==> src/rtl/mem_access_stage_if.sv <==
// Data-memory bus between the MA stage (master) and a variable-latency memory (slave).
// Signals: mem_req/mem_we/mem_addr/mem_wdata out of the stage, mem_ack/mem_rdata back in.
interface mem_access_stage_if #(
  parameter int DATA_W = 16,
  parameter int ADDR_W = 16
);
  logic              mem_req;
  logic              mem_we;
  logic [ADDR_W-1:0] mem_addr;
  logic [DATA_W-1:0] mem_wdata;
  logic              mem_ack;
  logic [DATA_W-1:0] mem_rdata;

  modport master (
    output mem_req, mem_we, mem_addr, mem_wdata,
    input  mem_ack, mem_rdata
  );

  modport slave (
    input  mem_req, mem_we, mem_addr, mem_wdata,
    output mem_ack, mem_rdata
  );
endinterface

==> src/rtl/mem_access_stage.sv <==
// MA stage: issues loads/stores over req/ack, stalls EX until ack, fills MA pipeline reg.
// Ports: clk, reset_n, *_ex inputs, stall_ma, mem (bus master), *_ma outputs, fwd_* (MA_FWD_EN).
module mem_access_stage #(
  parameter int              DATA_W    = 16,
  parameter int              ADDR_W    = 16,
  parameter int              REG_IDX_W = 5,
  parameter int              CTRL_W    = 4,
  parameter logic [CTRL_W-1:0] LOAD_OP  = 4'b1100,
  parameter logic [CTRL_W-1:0] STORE_OP = 4'b1110
) (
  input  logic                 clk,
  input  logic                 reset_n,
  input  logic                 valid_ex,
  input  logic [CTRL_W-1:0]    control_ex,
  input  logic [DATA_W-1:0]    result_ex,
  input  logic [DATA_W-1:0]    reg_data_ex,
  input  logic [REG_IDX_W-1:0] dest_reg_index_ex,
  input  logic                 dest_reg_write_en_ex,
  output logic                 stall_ma,
  mem_access_stage_if.master   mem,
  output logic                 valid_ma,
  output logic [CTRL_W-1:0]    control_ma,
  output logic [DATA_W-1:0]    result_ma,
  output logic [DATA_W-1:0]    data_ma,
  output logic [REG_IDX_W-1:0] dest_reg_index_ma,
  output logic                 dest_reg_write_en_ma,
  output logic                 fwd_valid,
  output logic [REG_IDX_W-1:0] fwd_index,
  output logic [DATA_W-1:0]    fwd_data
);

  typedef enum logic {IDLE, WAIT} state_t;

  state_t state_q, state_d;

  logic              req_we_q, req_we_d;
  logic [ADDR_W-1:0] req_addr_q, req_addr_d;
  logic [DATA_W-1:0] req_wdata_q, req_wdata_d;

  logic                 valid_q, valid_d;
  logic [CTRL_W-1:0]    control_q, control_d;
  logic [DATA_W-1:0]    result_q, result_d;
  logic [DATA_W-1:0]    data_q, data_d;
  logic [REG_IDX_W-1:0] dest_idx_q, dest_idx_d;
  logic                 dest_we_q, dest_we_d;

  logic              req, we;
  logic [ADDR_W-1:0] addr;
  logic [DATA_W-1:0] wdata;
  logic              is_load, is_store, mem_op;

  assign is_load  = control_ex == LOAD_OP;
  assign is_store = control_ex == STORE_OP;
  // Gated by reset_n so a reset during WAIT drops the request at once.
  assign mem_op   = valid_ex && (is_load || is_store) && reset_n;

  always_comb begin
    state_d     = state_q;
    req_we_d    = req_we_q;
    req_addr_d  = req_addr_q;
    req_wdata_d = req_wdata_q;
    req         = 1'b0;
    we          = 1'b0;
    addr        = '0;
    wdata       = '0;
    unique case (state_q)
      IDLE: begin
        if (mem_op) begin
          req         = 1'b1;
          we          = is_store;
          addr        = result_ex[ADDR_W-1:0];
          wdata       = is_store ? reg_data_ex : '0;
          req_we_d    = we;
          req_addr_d  = addr;
          req_wdata_d = wdata;
          if (!mem.mem_ack) state_d = WAIT;
        end
      end
      WAIT: begin
        req   = 1'b1;
        we    = req_we_q;
        addr  = req_addr_q;
        wdata = req_wdata_q;
        if (mem.mem_ack) state_d = IDLE;
      end
      default: state_d = IDLE;
    endcase
  end

  assign stall_ma      = req && !mem.mem_ack;
  assign mem.mem_req   = req;
  assign mem.mem_we    = we;
  assign mem.mem_addr  = addr;
  assign mem.mem_wdata = wdata;

  always_comb begin
    valid_d    = 1'b0;
    dest_we_d  = 1'b0;
    control_d  = control_q;
    result_d   = result_q;
    data_d     = data_q;
    dest_idx_d = dest_idx_q;
    if (!stall_ma) begin
      valid_d    = valid_ex;
      dest_we_d  = dest_reg_write_en_ex;
      control_d  = control_ex;
      result_d   = result_ex;
      dest_idx_d = dest_reg_index_ex;
      data_d     = (req && !we) ? mem.mem_rdata : '0;
    end
  end

  always_ff @(posedge clk or negedge reset_n) begin
    if (!reset_n) begin
      state_q     <= IDLE;
      req_we_q    <= 1'b0;
      req_addr_q  <= '0;
      req_wdata_q <= '0;
      valid_q     <= 1'b0;
      control_q   <= '0;
      result_q    <= '0;
      data_q      <= '0;
      dest_idx_q  <= '0;
      dest_we_q   <= 1'b0;
    end else begin
      state_q     <= state_d;
      req_we_q    <= req_we_d;
      req_addr_q  <= req_addr_d;
      req_wdata_q <= req_wdata_d;
      valid_q     <= valid_d;
      control_q   <= control_d;
      result_q    <= result_d;
      data_q      <= data_d;
      dest_idx_q  <= dest_idx_d;
      dest_we_q   <= dest_we_d;
    end
  end

  assign valid_ma             = valid_q;
  assign control_ma           = control_q;
  assign result_ma            = result_q;
  assign data_ma              = data_q;
  assign dest_reg_index_ma    = dest_idx_q;
  assign dest_reg_write_en_ma = dest_we_q;

`ifdef MA_FWD_EN
  assign fwd_valid = valid_q && dest_we_q;
  assign fwd_index = dest_idx_q;
  assign fwd_data  = (control_q == LOAD_OP) ? data_q : result_q;
`else
  assign fwd_valid = 1'b0;
  assign fwd_index = '0;
  assign fwd_data  = '0;
`endif

endmodule

==> src/flat_wrapper.sv <==
// flat-port wrapper written by rule: the top's interface ports become plain ports
module mem_access_stage_flat 
#(
  parameter int              DATA_W    = 16,
  parameter int              ADDR_W    = 16,
  parameter int              REG_IDX_W = 5,
  parameter int              CTRL_W    = 4,
  parameter logic [CTRL_W-1:0] LOAD_OP  = 4'b1100,
  parameter logic [CTRL_W-1:0] STORE_OP = 4'b1110
)
  (clk, reset_n, valid_ex, control_ex, result_ex, reg_data_ex, dest_reg_index_ex, dest_reg_write_en_ex, stall_ma, valid_ma, control_ma, result_ma, data_ma, dest_reg_index_ma, dest_reg_write_en_ma, fwd_valid, fwd_index, fwd_data, mem_mem_req, mem_mem_we, mem_mem_addr, mem_mem_wdata, mem_mem_ack, mem_mem_rdata);
  mem_access_stage_if #(.DATA_W(DATA_W), .ADDR_W(ADDR_W)) mem_i ();
  input  logic clk;
  input  logic reset_n;
  input  logic valid_ex;
  input  logic [CTRL_W-1:0] control_ex;
  input  logic [DATA_W-1:0] result_ex;
  input  logic [DATA_W-1:0] reg_data_ex;
  input  logic [REG_IDX_W-1:0] dest_reg_index_ex;
  input  logic dest_reg_write_en_ex;
  output logic stall_ma;
  output logic valid_ma;
  output logic [CTRL_W-1:0] control_ma;
  output logic [DATA_W-1:0] result_ma;
  output logic [DATA_W-1:0] data_ma;
  output logic [REG_IDX_W-1:0] dest_reg_index_ma;
  output logic dest_reg_write_en_ma;
  output logic fwd_valid;
  output logic [REG_IDX_W-1:0] fwd_index;
  output logic [DATA_W-1:0] fwd_data;
  output wire logic [$bits(mem_i.mem_req)-1:0] mem_mem_req;
  output wire logic [$bits(mem_i.mem_we)-1:0] mem_mem_we;
  output wire logic [$bits(mem_i.mem_addr)-1:0] mem_mem_addr;
  output wire logic [$bits(mem_i.mem_wdata)-1:0] mem_mem_wdata;
  input wire logic [$bits(mem_i.mem_ack)-1:0] mem_mem_ack;
  input wire logic [$bits(mem_i.mem_rdata)-1:0] mem_mem_rdata;
  assign mem_mem_req = mem_i.mem_req;
  assign mem_mem_we = mem_i.mem_we;
  assign mem_mem_addr = mem_i.mem_addr;
  assign mem_mem_wdata = mem_i.mem_wdata;
  assign mem_i.mem_ack = mem_mem_ack;
  assign mem_i.mem_rdata = mem_mem_rdata;
  mem_access_stage #(.DATA_W(DATA_W), .ADDR_W(ADDR_W), .REG_IDX_W(REG_IDX_W), .CTRL_W(CTRL_W), .LOAD_OP(LOAD_OP), .STORE_OP(STORE_OP)) u_core (.clk(clk), .reset_n(reset_n), .valid_ex(valid_ex), .control_ex(control_ex), .result_ex(result_ex), .reg_data_ex(reg_data_ex), .dest_reg_index_ex(dest_reg_index_ex), .dest_reg_write_en_ex(dest_reg_write_en_ex), .stall_ma(stall_ma), .mem(mem_i), .valid_ma(valid_ma), .control_ma(control_ma), .result_ma(result_ma), .data_ma(data_ma), .dest_reg_index_ma(dest_reg_index_ma), .dest_reg_write_en_ma(dest_reg_write_en_ma), .fwd_valid(fwd_valid), .fwd_index(fwd_index), .fwd_data(fwd_data));
endmodule
==> config.mk <==
export PLATFORM = sky130hd
export DESIGN_NAME = mem_access_stage_flat
export DESIGN_NICKNAME = d
export VERILOG_FILES = /design/src/rtl/mem_access_stage_if.sv /design/src/rtl/mem_access_stage.sv /design/src/flat_wrapper.sv
export SDC_FILE = /design/constraint.sdc
export NUM_CORES = 1
export LEC_CHECK = 0
export BUFFER_PORTS_ARGS = -buffer_cell sky130_fd_sc_hd__buf_2
export CAP_MARGIN = 10
export CORE_AREA = 2 2 89 91
export DETAILED_ROUTE_END_ITERATION = 7
export DIE_AREA = 0 0 91 93
export GPL_TIMING_DRIVEN = 0
export PLACE_DENSITY = 0.81
export SLEW_MARGIN = 20
export SYNTH_ARGS = -nofsm -noshare
export SYNTH_HDL_FRONTEND = slang
export SYNTH_SLANG_ARGS = --single-unit
==> constraint.sdc <==
create_clock -name clk -period 1.95 [get_ports clk]
set_input_delay 0 -clock clk [delete_from_list [all_inputs] [get_ports clk]]
set_output_delay 0 -clock clk [all_outputs]
set_load 0.02 [all_outputs]
# [Word level (Yosys, flattened, before mapping)]
# Cells that the tools add are included.
[totals] wordCells=36 reg_bits=77 out_inout_bits=100 input_bits=62
[op_classes] reduce_logical=8 mux=15 bitwise=1 eq_ne=2
[ops] op="$mux 16" count=4
[ops] op="$pmux 16 s2" count=2
[ops] op="$eq 4x4->1 const B" count=2
[ops] op="$mux 1" count=6
[ops] op="$pmux 1 s2" count=3
[ops] op="$logic_and 1x1->1" count=4
[ops] op="$logic_not 1->1" count=2
[ops] op="$reduce_and 2->1" count=1
[ops] op="$logic_or 1x1->1" count=1
[ops] op="$not 1->1" count=1

# [Logic depth before layout (Yosys ltp)]
# Gate-level depths: netlist (run 1).
[depth] word_depth=9 depth_mapped=5 mapped_depth_nobuf=3

# [Least setup slack after synthesis (run 1)]
# Ideal clock, no wire load.
[synth_timing] path_kind="reg2out" start="register u_core.state_q" end="output mem_mem_wdata[0]" t_required_ps=1950 path_slack_ps=245 arrival_time_ps=1705 path_stages_with_launch=6 path_cell_list="dfrtp_1 -> buf_6 -> or3_1 -> buf_2 -> clkbuf_1 -> o21ai_0"
[synth_via] elab_chain_len=2
[synth_rtl] item="start, declared" line_no="mem_access_stage.sv:34" rtl="state_t state_q, state_d;"
[synth_rtl] item="start signal, assigned" line_no="mem_access_stage.sv:126" rtl="state_q <= state_d;"
[synth_rtl] item="$not 1->1 (no source line)"
[synth_rtl] item="$pmux 16 s2 (*)" line_no="mem_access_stage.sv:66" rtl="unique case (state_q)"
[synth_rtl] item="end, declared" line_no="flat_wrapper.sv:34" rtl="output wire logic [$bits(mem_i.mem_wdata)-1:0] mem_mem_wdata;"
# Mark *: on every way between the ends. The rest lies on a longest branch, timed or not.

# [Final worst setup path (run 1)]
[layout_timing] start="input valid_ex" end="output mem_mem_wdata[3]"
[layout_via] elab_chain_len=4
[layout_rtl] item="start, declared" line_no="flat_wrapper.sv:15" rtl="input logic valid_ex;"
[layout_rtl] item="$logic_and 1x1->1 (2 in series)" line_no="mem_access_stage.sv:55" rtl="assign mem_op = valid_ex && (is_load || is_store) && reset_n;"
[layout_rtl] item="$mux 16" line_no="mem_access_stage.sv:68" rtl="if (mem_op) begin"
[layout_rtl] item="$pmux 16 s2" line_no="mem_access_stage.sv:66"
# No other way between the ends.

==> impl_metrics.json, run 1 <==
{
  "outcome": "complete, no violations",
  "cts-root-buf": "clkbuf_8",
  "met3_length_um": 565,
  "power_mw": 3.64,
  "crit_arrival_ns": 1.92,
  "chipHeight_um": 93,
  "postRouteWirelength_um": 9720,
  "grt_pass1_vias": 3246,
  "fin_cells": 600,
  "grt_remaining_overflow": 0,
  "grt_max_degree": 52,
  "yosysWarnings": 0,
  "maxCapViolCount": 0,
  "cts_made_buffers": 9,
  "n_antenna_cell": 0,
  "placed_cells": 515,
  "synthTopCellsByCount": "77 x dfrtp_1, 40 x a22o_1, 24 x buf_4",
  "synthCells": 253,
  "core_region_area_sq_mm": 0.00753,
  "fmax_mhz": 520,
  "path_max_fanout": 10,
  "syn_area_sq_mm": 0.00345,
  "syn_area_per_cell_sq_um": 13.6,
  "relSlewSlack_pct": 66.7,
  "cts_tree": "built",
  "dp_hpwl_um": 6190,
  "port_buffers": 138,
  "initialDrtViolationCount": 102,
  "grt_use_total_pct": 23.4,
  "drc": 0,
  "synth_top_cell_area_share_pct": 55.8,
  "grt_antenna_before_repair": 0,
  "worstPathRequired_ns": 1.95,
  "routed.top_layer": "met4",
  "rsz0062_at_grt": "true",
  "clkTransAtPathRegs_ns": 0.09,
  "synth-main-ff-cell": "dfrtp_1",
  "worstSkewPairLatency_ns": 0.34,
  "place_ws_ns": -0.305,
  "avgRoutedWirePerCell_um": 16.2,
  "rows": 32,
  "drive_gt1_share_pct": 45.6,
  "period_needed_ns": 1.92,
  "ys_seq_area_share_pct": 55.8,
  "fin_skew_ns": 0.0114,
  "hold_path_class": "in2reg",
  "max-vdd-ir-drop_v": 0.000529,
  "cts_max_level": 3,
  "dieArea_sq_mm": 0.00846,
  "initial_utilization_pct": 45.8,
  "grt_pass1_wl_um": 15600,
  "worst_setup_path_end_kind": "primary output",
  "io_pins": 162,
  "met1_length_um": 3850,
  "placed_cell_area_sq_mm": 0.00438,
  "synth_area_leaders": "dfrtp_1 56%, a22o_1 10%, mux2_1 7.2%",
  "setup_slack_ns": 0.0280,
  "wl_met2_um": 5150,
  "synth_top_area_cell": "dfrtp_1",
  "slew_viol_final": 0,
  "synth_edf_count": 0,
  "power.leakage_nw": 2.72,
  "die_w_um": 91,
  "setup_viol": 0,
  "critPathLaunchType": "primary input",
  "via_per_inst": 5.08,
  "num_vias": 3050,
  "final_cell_area_sq_mm": 0.00532,
  "dr.pass1.iters": 4,
  "yosysMostFrequentCell": "dfrtp_1",
  "hold_viol_final": 0,
  "area_growth_syn_to_layout_pct": 54.0,
  "yosys_register_bits": 77,
  "gp_congestion": 0.746,
  "crit_type": "in2out",
  "synth_cell_types": 23,
  "clockBufferDepth": 2,
  "ant_nets": 0,
  "finalCritPeriodShare_pct": 98.6,
  "cellPowerDensity_mw_per_mm2": 685,
  "worst_pin_slew_ns": 0.497,
  "cts.sinks": 77,
  "async_flop_share_pct": 100,
  "fin_nets": 555
}
[final cells by class]
type                            count  area (sq um)
Fill cell                         524          2210
Sequential cell                    77          1930
Timing Repair Buffer              209          1460
Multi-Input combinational cell    154          1320
Buffer                             42           300
Clock buffer                       10           138
Tap cell                          102           128
Clock inverter                      6          46.3
[state kept, by name (all words and copies together), names as in the netlist]
register                     count
u_core.state_q                   1
u_core.result_ma                16
u_core.req_wdata_q              16
u_core.data_ma                  16
u_core.dest_reg_index_ma         5
u_core.req_addr_q               16
u_core.valid_ma                  1
u_core.dest_reg_write_en_ma      1
u_core.req_we_q                  1
u_core.control_ma                4
[through the flow]
stage / hold WS (ns) / utilization [%] / TNS, ns
5_1_grt: 0.0114 / 70.6 / -0.689
6_report: 0.0148 / 70.6 / 0
2_1_floorplan: -0.296 / - / 0
4_1_cts: 0.0000986 / 70.1 / 0
3_5_place_dp: -0.0576 / 58.2 / -12.23
3_3_place_gp: 0.217 / 57.8 / -88.52
[routing by layer]
| layer | vias to the layer above | global-route usage, % |
|---|---|---|
| met5 | - | 0 |
| li1 | 1392 | - |
| met4 | 0 | 9.72 |
| met3 | 14 | 4.51 |
| met2 | 136 | 43.3 |
| met1 | 1508 | 26.6 |
[placed cells by master (no fill, tap or decap)]
master         synthesis  layout
a21o_1                 2       2
a22o_1                40      40
a32o_1                16      16
buf_12                 0       3
buf_16                 0       2
buf_2                  9     143
buf_4                 24      30
buf_6                  4       5
clkbuf_1               6       2
clkbuf_2               0       3
clkbuf_4               0       2
clkbuf_8               0      10
clkinv_2               0       1
clkinv_4               0       2
clkinvlp_4             0       2
conb_1                 1      22
dfrtp_1               77      77
dlygate4sd3_1          0      61
inv_6                  0       1
mux2_1                22      22
mux2_2                19      19
nand2_1                9       9
nand2b_1               2       2
nand3b_1               1       1
nor2b_1                2       2
nor3_4                 0       1
nor4b_4                1       1
o21ai_0                8       8
o21bai_1               1       1
o31ai_1                5       5
o31ai_4                1       1
o41ai_4                1       1
or3_1                  1       1
[power by group]
part	leakage [nW]	internal (mW)	switching (mW)
clock	0.0889	0.504	0.609
combinational	1.66	0.355	0.318
sequential	0.973	1.76	0.0916
[path summary, 6_finish.rpt]
check	startpoint	end	slack, ns	depth (start not counted)
worst min-delay path	control_ex[1]	u_core.control_ma[1]	0.01	2
worst max-delay path	valid_ex	mem_mem_wdata[3]	0.03	8
max in group asynchronous	reset_n	u_core.req_addr_q[15]	1.19	6
worst min register to register	u_core.result_ma[0]	u_core.result_ma[0]	0.49	1
min in group asynchronous	reset_n	u_core.result_ma[9]	0.35	5
worst max register to register	u_core.state_q	u_core.req_addr_q[14]	0.25	5
[kinds of logic (layout without fill, tap and decap cells)]
group                  count (synthesis)  count (layout)  synth area share, %
flip-flops                            77              77                 55.8
buffers and inverters                 43             267                 8.48
other                                  1              22                0.109
AND/OR/NAND/NOR                       17              17                 3.08
AO/OA/AOI/OAI                         74              74                 19.1
multiplexers                          41              41                 13.4
[repair_timing]
action | CTS | global route
pin swaps | 1 | 1
setup endpoints to repair | 29 | 29
resized for setup | 4 | 6
endpoints found under the hold margin | 151 | 0
setup buffers | 1 | 4
hold buffers | 65 | 0
[worst max-delay path: stages]
cell and delay [ns]:
dlygate4sd3_1 0.53, buf_2 0.11, nand3b_1 0.08, buf_4 0.21, nor4b_4 0.37, clkbuf_4 0.29, a22o_1 0.16, buf_2 0.17
No activity file was read; power rests on OpenSTA's default activity.
==> run 2, diff against run 1 <==
Settings changed: CORE_AREA 2 2 89 91 to 2 2 103 105, DIE_AREA 0 0 91 93 to 0 0 105 107, PLACE_DENSITY 0.81 to 0.64, RECOVER_POWER from default to 25, SETUP_SLACK_MARGIN from default to 0.5.
==> impl_metrics.json, run 2 (synthesis gave the netlist of run 1 again) <==
{
  "outcome": "complete, no violations",
  "finalCritPeriodShare_pct": 90.8,
  "grtUsageMet3_pct": 4.01,
  "cts_made_buffers": 9,
  "final_cell_mix": "77 x dfrtp_1, 64 x buf_2, 60 x dlygate4sd3_1, 48 x buf_6, 44 x clkbuf_1",
  "cts-root-buf": "clkbuf_8",
  "num_vias": 3177,
  "port_buffers": 138,
  "via_per_inst": 4.77,
  "gp_congestion": 0.724,
  "grt_pass1_wl_um": 17400,
  "top_usage_layer": "met2",
  "slowest_delay_ns": 0.38,
  "clockBufferDepth": 2,
  "initial_utilization_pct": 34.2,
  "core_region_area_sq_mm": 0.0101,
  "postRouteWirelength_um": 11400,
  "setup_viol": 0,
  "grt_use_total_pct": 20.0,
  "rows": 37,
  "grt_max_degree": 21,
  "hold_viol_final": 0,
  "power_mw": 3.84,
  "clkTransAtPathRegs_ns": 0.09,
  "n_antenna_cell": 0,
  "fin_nets": 587,
  "setup_slack_ns": 0.180,
  "relSlewSlack_pct": 22.1,
  "worstPathRequired_ns": 1.95,
  "rsz0062_at_grt": "true",
  "io_pins": 162,
  "chipHeight_um": 107,
  "slowest_stage": "dfrtp_1",
  "crit_type": "reg2out",
  "cts_tree": "built",
  "period_needed_ns": 1.77,
  "fin_skew_ns": 0.0110,
  "rr_endpoint": "u_core.result_ma[8]",
  "worst_setup_path_end_kind": "primary output",
  "initialDrtViolationCount": 104,
  "ant_nets": 0,
  "dp_hpwl_um": 6220,
  "grt_use_met2_pct": 34.0,
  "path_max_fanout": 6,
  "r2r_cells": 9,
  "power.leakage_nw": 3.01,
  "crit_start": "u_core.state_q",
  "setup.worst_path.end": "mem_mem_wdata[8]",
  "reg2reg_slack_ns": 0.21,
  "max-vdd-ir-drop_v": 0.000329,
  "fillers": 830,
  "grt_pass1_vias": 3294,
  "placed_cell_area_sq_mm": 0.00443,
  "worst_pin_slew_ns": 1.17,
  "critPathLaunchType": "register",
  "grt_use_met1_pct": 25.8,
  "hold_path_class": "in2reg",
  "cts_max_level": 3,
  "grt_antenna_before_repair": 0,
  "slew_viol_final": 0,
  "worstSkewPairLatency_ns": 0.34,
  "crit_arrival_ns": 1.77,
  "maxCapViolCount": 0,
  "cellPowerDensity_mw_per_mm2": 611,
  "reg2reg_from": "u_core.state_q",
  "dieArea_sq_mm": 0.0112,
  "tns_ns": 0,
  "fmax_mhz": 565,
  "cts.sinks": 77,
  "final_cell_area_sq_mm": 0.00629,
  "drive_gt1_share_pct": 47.2,
  "final_common_cell": "dfrtp_1",
  "place_ws_ns": -0.392,
  "grt_remaining_overflow": 0,
  "area_growth_syn_to_layout_pct": 82.2,
  "die_w_um": 105,
  "dr.pass1.iters": 4,
  "drc": 0,
  "crit_chain": "buf_6 > or3_1 > buf_6 > clkbuf_16 > o21ai_4 > buf_6",
  "path_common_cell": "buf_6",
  "avgRoutedWirePerCell_um": 17.2
}
## run 2: routing by layer
metal	routed length (um)	vias up
li1	-	1458
met1	4940	1561
met2	5690	139
met3	610	19
met4	197	0
met5	0	-
## run 2: through the flow
stage	util, %	hold slack [ns]	std cells
floorplan	-	-0.296	274
CTS	61.5	0.00816	661
detailed placement	43.9	0.00671	549
global route	62.3	0.0416	666
global placement	43.6	0.218	548
finish	62.3	0.0384	666
## run 2: critical path, delay by kind of cell, from the launching register on
kind,cells,cell delay (ns)
buffers and inverters,4,0.55
AO/OA/AOI/OAI,1,0.12
AND/OR/NAND/NOR,1,0.35
flip-flops,1,0.38
## run 2: layout make-up
class / count / area, sq um / area share (%)
timing repair buffer: 240 / 2080 / 33.0
tap: 136 / 170 / 2.71
multi-input combinational: 154 / 1460 / 23.2
sequential: 77 / 1930 / 30.6
clock buffer: 10 / 128 / 2.03
buffer: 43 / 465 / 7.40
clock inverter: 6 / 63.8 / 1.01
## run 2: worst min-delay path by stage
stage | start | end | slack [ns] | cells after the start
floorplan | reset_n | u_core.control_ma[0] | -0.30 | 0
global placement | dest_reg_index_ex[4] | u_core.dest_reg_index_ma[4] | 0.22 | 2
detailed placement | reset_n | u_core.req_wdata_q[11] | 0.007 | 1
CTS | control_ex[1] | u_core.req_wdata_q[15] | 0.008 | 3
global route | control_ex[1] | u_core.control_ma[1] | 0.04 | 2
finish | control_ex[1] | u_core.req_wdata_q[15] | 0.04 | 3
## run 2: timing repair
action                                  CTS  global route
hold buffers                             63             0
resized for setup                       135            32
gates cloned                              9             1
pin swaps                                13            12
setup buffers                            24             4
hold endpoints to repair                151             0
endpoints found under the setup margin  106           131
## run 2: power breakdown
| group | switching (mW) | leakage, nW | total (mW) | internal, mW |
|---|---|---|---|---|
| clock | 0.607 | 0.0923 | 1.20 | 0.590 |
| sequential | 0.0917 | 0.973 | 1.86 | 1.76 |
| combinational | 0.349 | 1.94 | 0.791 | 0.442 |
==> run 3, diff against run 2 <==
Settings changed: BUFFER_PORTS_ARGS -buffer_cell sky130_fd_sc_hd__buf_2 to default, CTS_CLUSTER_SIZE from default to 20, DONT_BUFFER_PORTS from default to 1, PLACE_DENSITY 0.64 to 0.5.
==> impl_metrics.json, run 3 (synthesis gave the netlist of run 1 again) <==
{
  "worst_setup_path_end_kind": "register",
  "grt_max_degree": 79,
  "placed_cells": 410,
  "hold_buffers": 59,
  "grt_pass1_vias": 2749,
  "failed_checks": "negative hold slack",
  "power.leakage_nw": 2.47,
  "path_common_cell": "buf_6",
  "grt_use_total_pct": 17.6,
  "hold_viol_final": 77,
  "core_region_area_sq_mm": 0.0101,
  "slowest_stage": "dfrtp_1",
  "crit_type": "reg2reg",
  "multi_input_area_sq_mm": 0.00161,
  "n_antenna_cell": 0,
  "initialDrtViolationCount": 91,
  "final_common_cell": "dfrtp_1",
  "power_mw": 3.64,
  "grt_pass1_wl_um": 15200,
  "dieArea_sq_mm": 0.0112,
  "hold_slack_ns": -0.665,
  "area_growth_syn_to_layout_pct": 53.1,
  "setup_viol": 0,
  "fin_nets": 442,
  "maxCapViolCount": 0,
  "path_buf_inv": 5,
  "chipHeight_um": 107,
  "regArea_sq_mm": 0.00193,
  "cts_max_level": 3,
  "die_w_um": 105,
  "cts.sinks": 77,
  "gp_congestion": 0.666,
  "slew_viol_final": 0,
  "cp_top_family": "buffers and inverters",
  "clkTransAtPathRegs_ns": 0.09,
  "hold_path_class": "in2async",
  "clockBufferDepth": 2,
  "max-vdd-ir-drop_v": 0.000306,
  "slowest_delay_ns": 0.37,
  "crit_arrival_ns": 1.94,
  "ant_nets": 0,
  "period_needed_ns": 1.70,
  "placed_cell_area_sq_mm": 0.00371,
  "dp_hpwl_um": 5680,
  "fillers": 874,
  "fin_cells": 521,
  "worstSkewPairLatency_ns": 0.35,
  "cts-root-buf": "clkbuf_8",
  "via_per_inst": 4.97,
  "avgRoutedWirePerCell_um": 19.1,
  "drc": 0,
  "tns_ns": 0,
  "cts_tree": "built",
  "outcome": "finished with violations",
  "rows": 37,
  "path_max_fanout": 7,
  "fin_skew_ns": 0.00958,
  "num_vias": 2587,
  "worstPathRequired_ns": 2.20,
  "finalCritPeriodShare_pct": 87.0,
  "initial_utilization_pct": 34.2,
  "grt_antenna_before_repair": 0,
  "final_cell_mix": "77 x dfrtp_1, 59 x dlygate4sd3_1, 46 x buf_4, 23 x a22o_4, 22 x conb_1",
  "grt_remaining_overflow": 0,
  "dr.pass1.iters": 4,
  "fin_util_pct": 52.3,
  "crit_chain": "buf_6 > or3_1 > buf_6 > clkbuf_16 > buf_4 > buf_6 > a22o_1",
  "fmax_mhz": 590,
  "critPathLaunchType": "register",
  "rsz0062_at_grt": "true",
  "postRouteWirelength_um": 9960,
  "io_pins": 162,
  "cellPowerDensity_mw_per_mm2": 688,
  "drive_gt1_share_pct": 40.3,
  "final_cell_area_sq_mm": 0.00528,
  "cts_made_buffers": 9,
  "port_buffers": 0
}
==> run 3: routing by layer <==
metal	share of wire (%)	GRT usage, %	vias up
met5	0	0	-
met4	0.88	5.43	0
met3	8.1	6.57	9
met2	51	29.0	117
met1	40	21.4	1292
li1	-	-	1169
==> run 3: worst reg2reg max path: cells and delay by family (launching register included) <==
kind	cells	cell delay (ns)
compound gates	1	0.21
buf+inv	5	0.65
flops	1	0.37
simple gates	1	0.35
==> run 3: final timing paths <==
check	endpoint	start	depth (start not counted)	slack (ns)
setup / recovery	u_core.req_wdata_q[14]	u_core.state_q	7	0.25
hold / removal	u_core.result_ma[6]	reset_n	0	-0.66
max in group asynchronous	u_core.result_ma[0]	reset_n	0	2.45
hold reg to reg	u_core.req_wdata_q[15]	u_core.req_wdata_q[15]	2	0.51
min in group clk	u_core.data_ma[0]	mem_mem_ack	2	0.08
setup reg to reg	u_core.req_wdata_q[14]	u_core.state_q	7	0.25
==> run 3: what timing repair did <==
item	4_1_cts	5_1_grt
cloned	3	5
endpoints found under the setup margin	90	83
pin swaps	10	12
resized for setup	83	28
hold endpoints to repair	152	77
buffers inserted	18	10
==> run 3: where the power goes <==
group	internal, mW	total [mW]	switching (mW)
logic	0.303	0.508	0.205
clock network	0.595	1.20	0.601
registers	1.77	1.93	0.167
==> run 3: area by class of cell <==
class                   count  share of cell area (%)
plain buffers              43                    8.31
clock buffers              11                    2.49
clock inverters             5                    1.11
multi-input cells         154                    30.5
flip-flops and latches     77                    36.5
well taps                 136                    3.22
repair buffers             95                    17.9
==> run 3: per-stage QoR <==
step / setup WS, ns / hold slack (ns)
detailed placement: 0.224 / -0.293
global placement: 0.239 / -0.294
floorplan: 0.427 / -0.296
global route: 0.195 / -0.700
finish: 0.254 / -0.665
CTS: 0.238 / -0.683
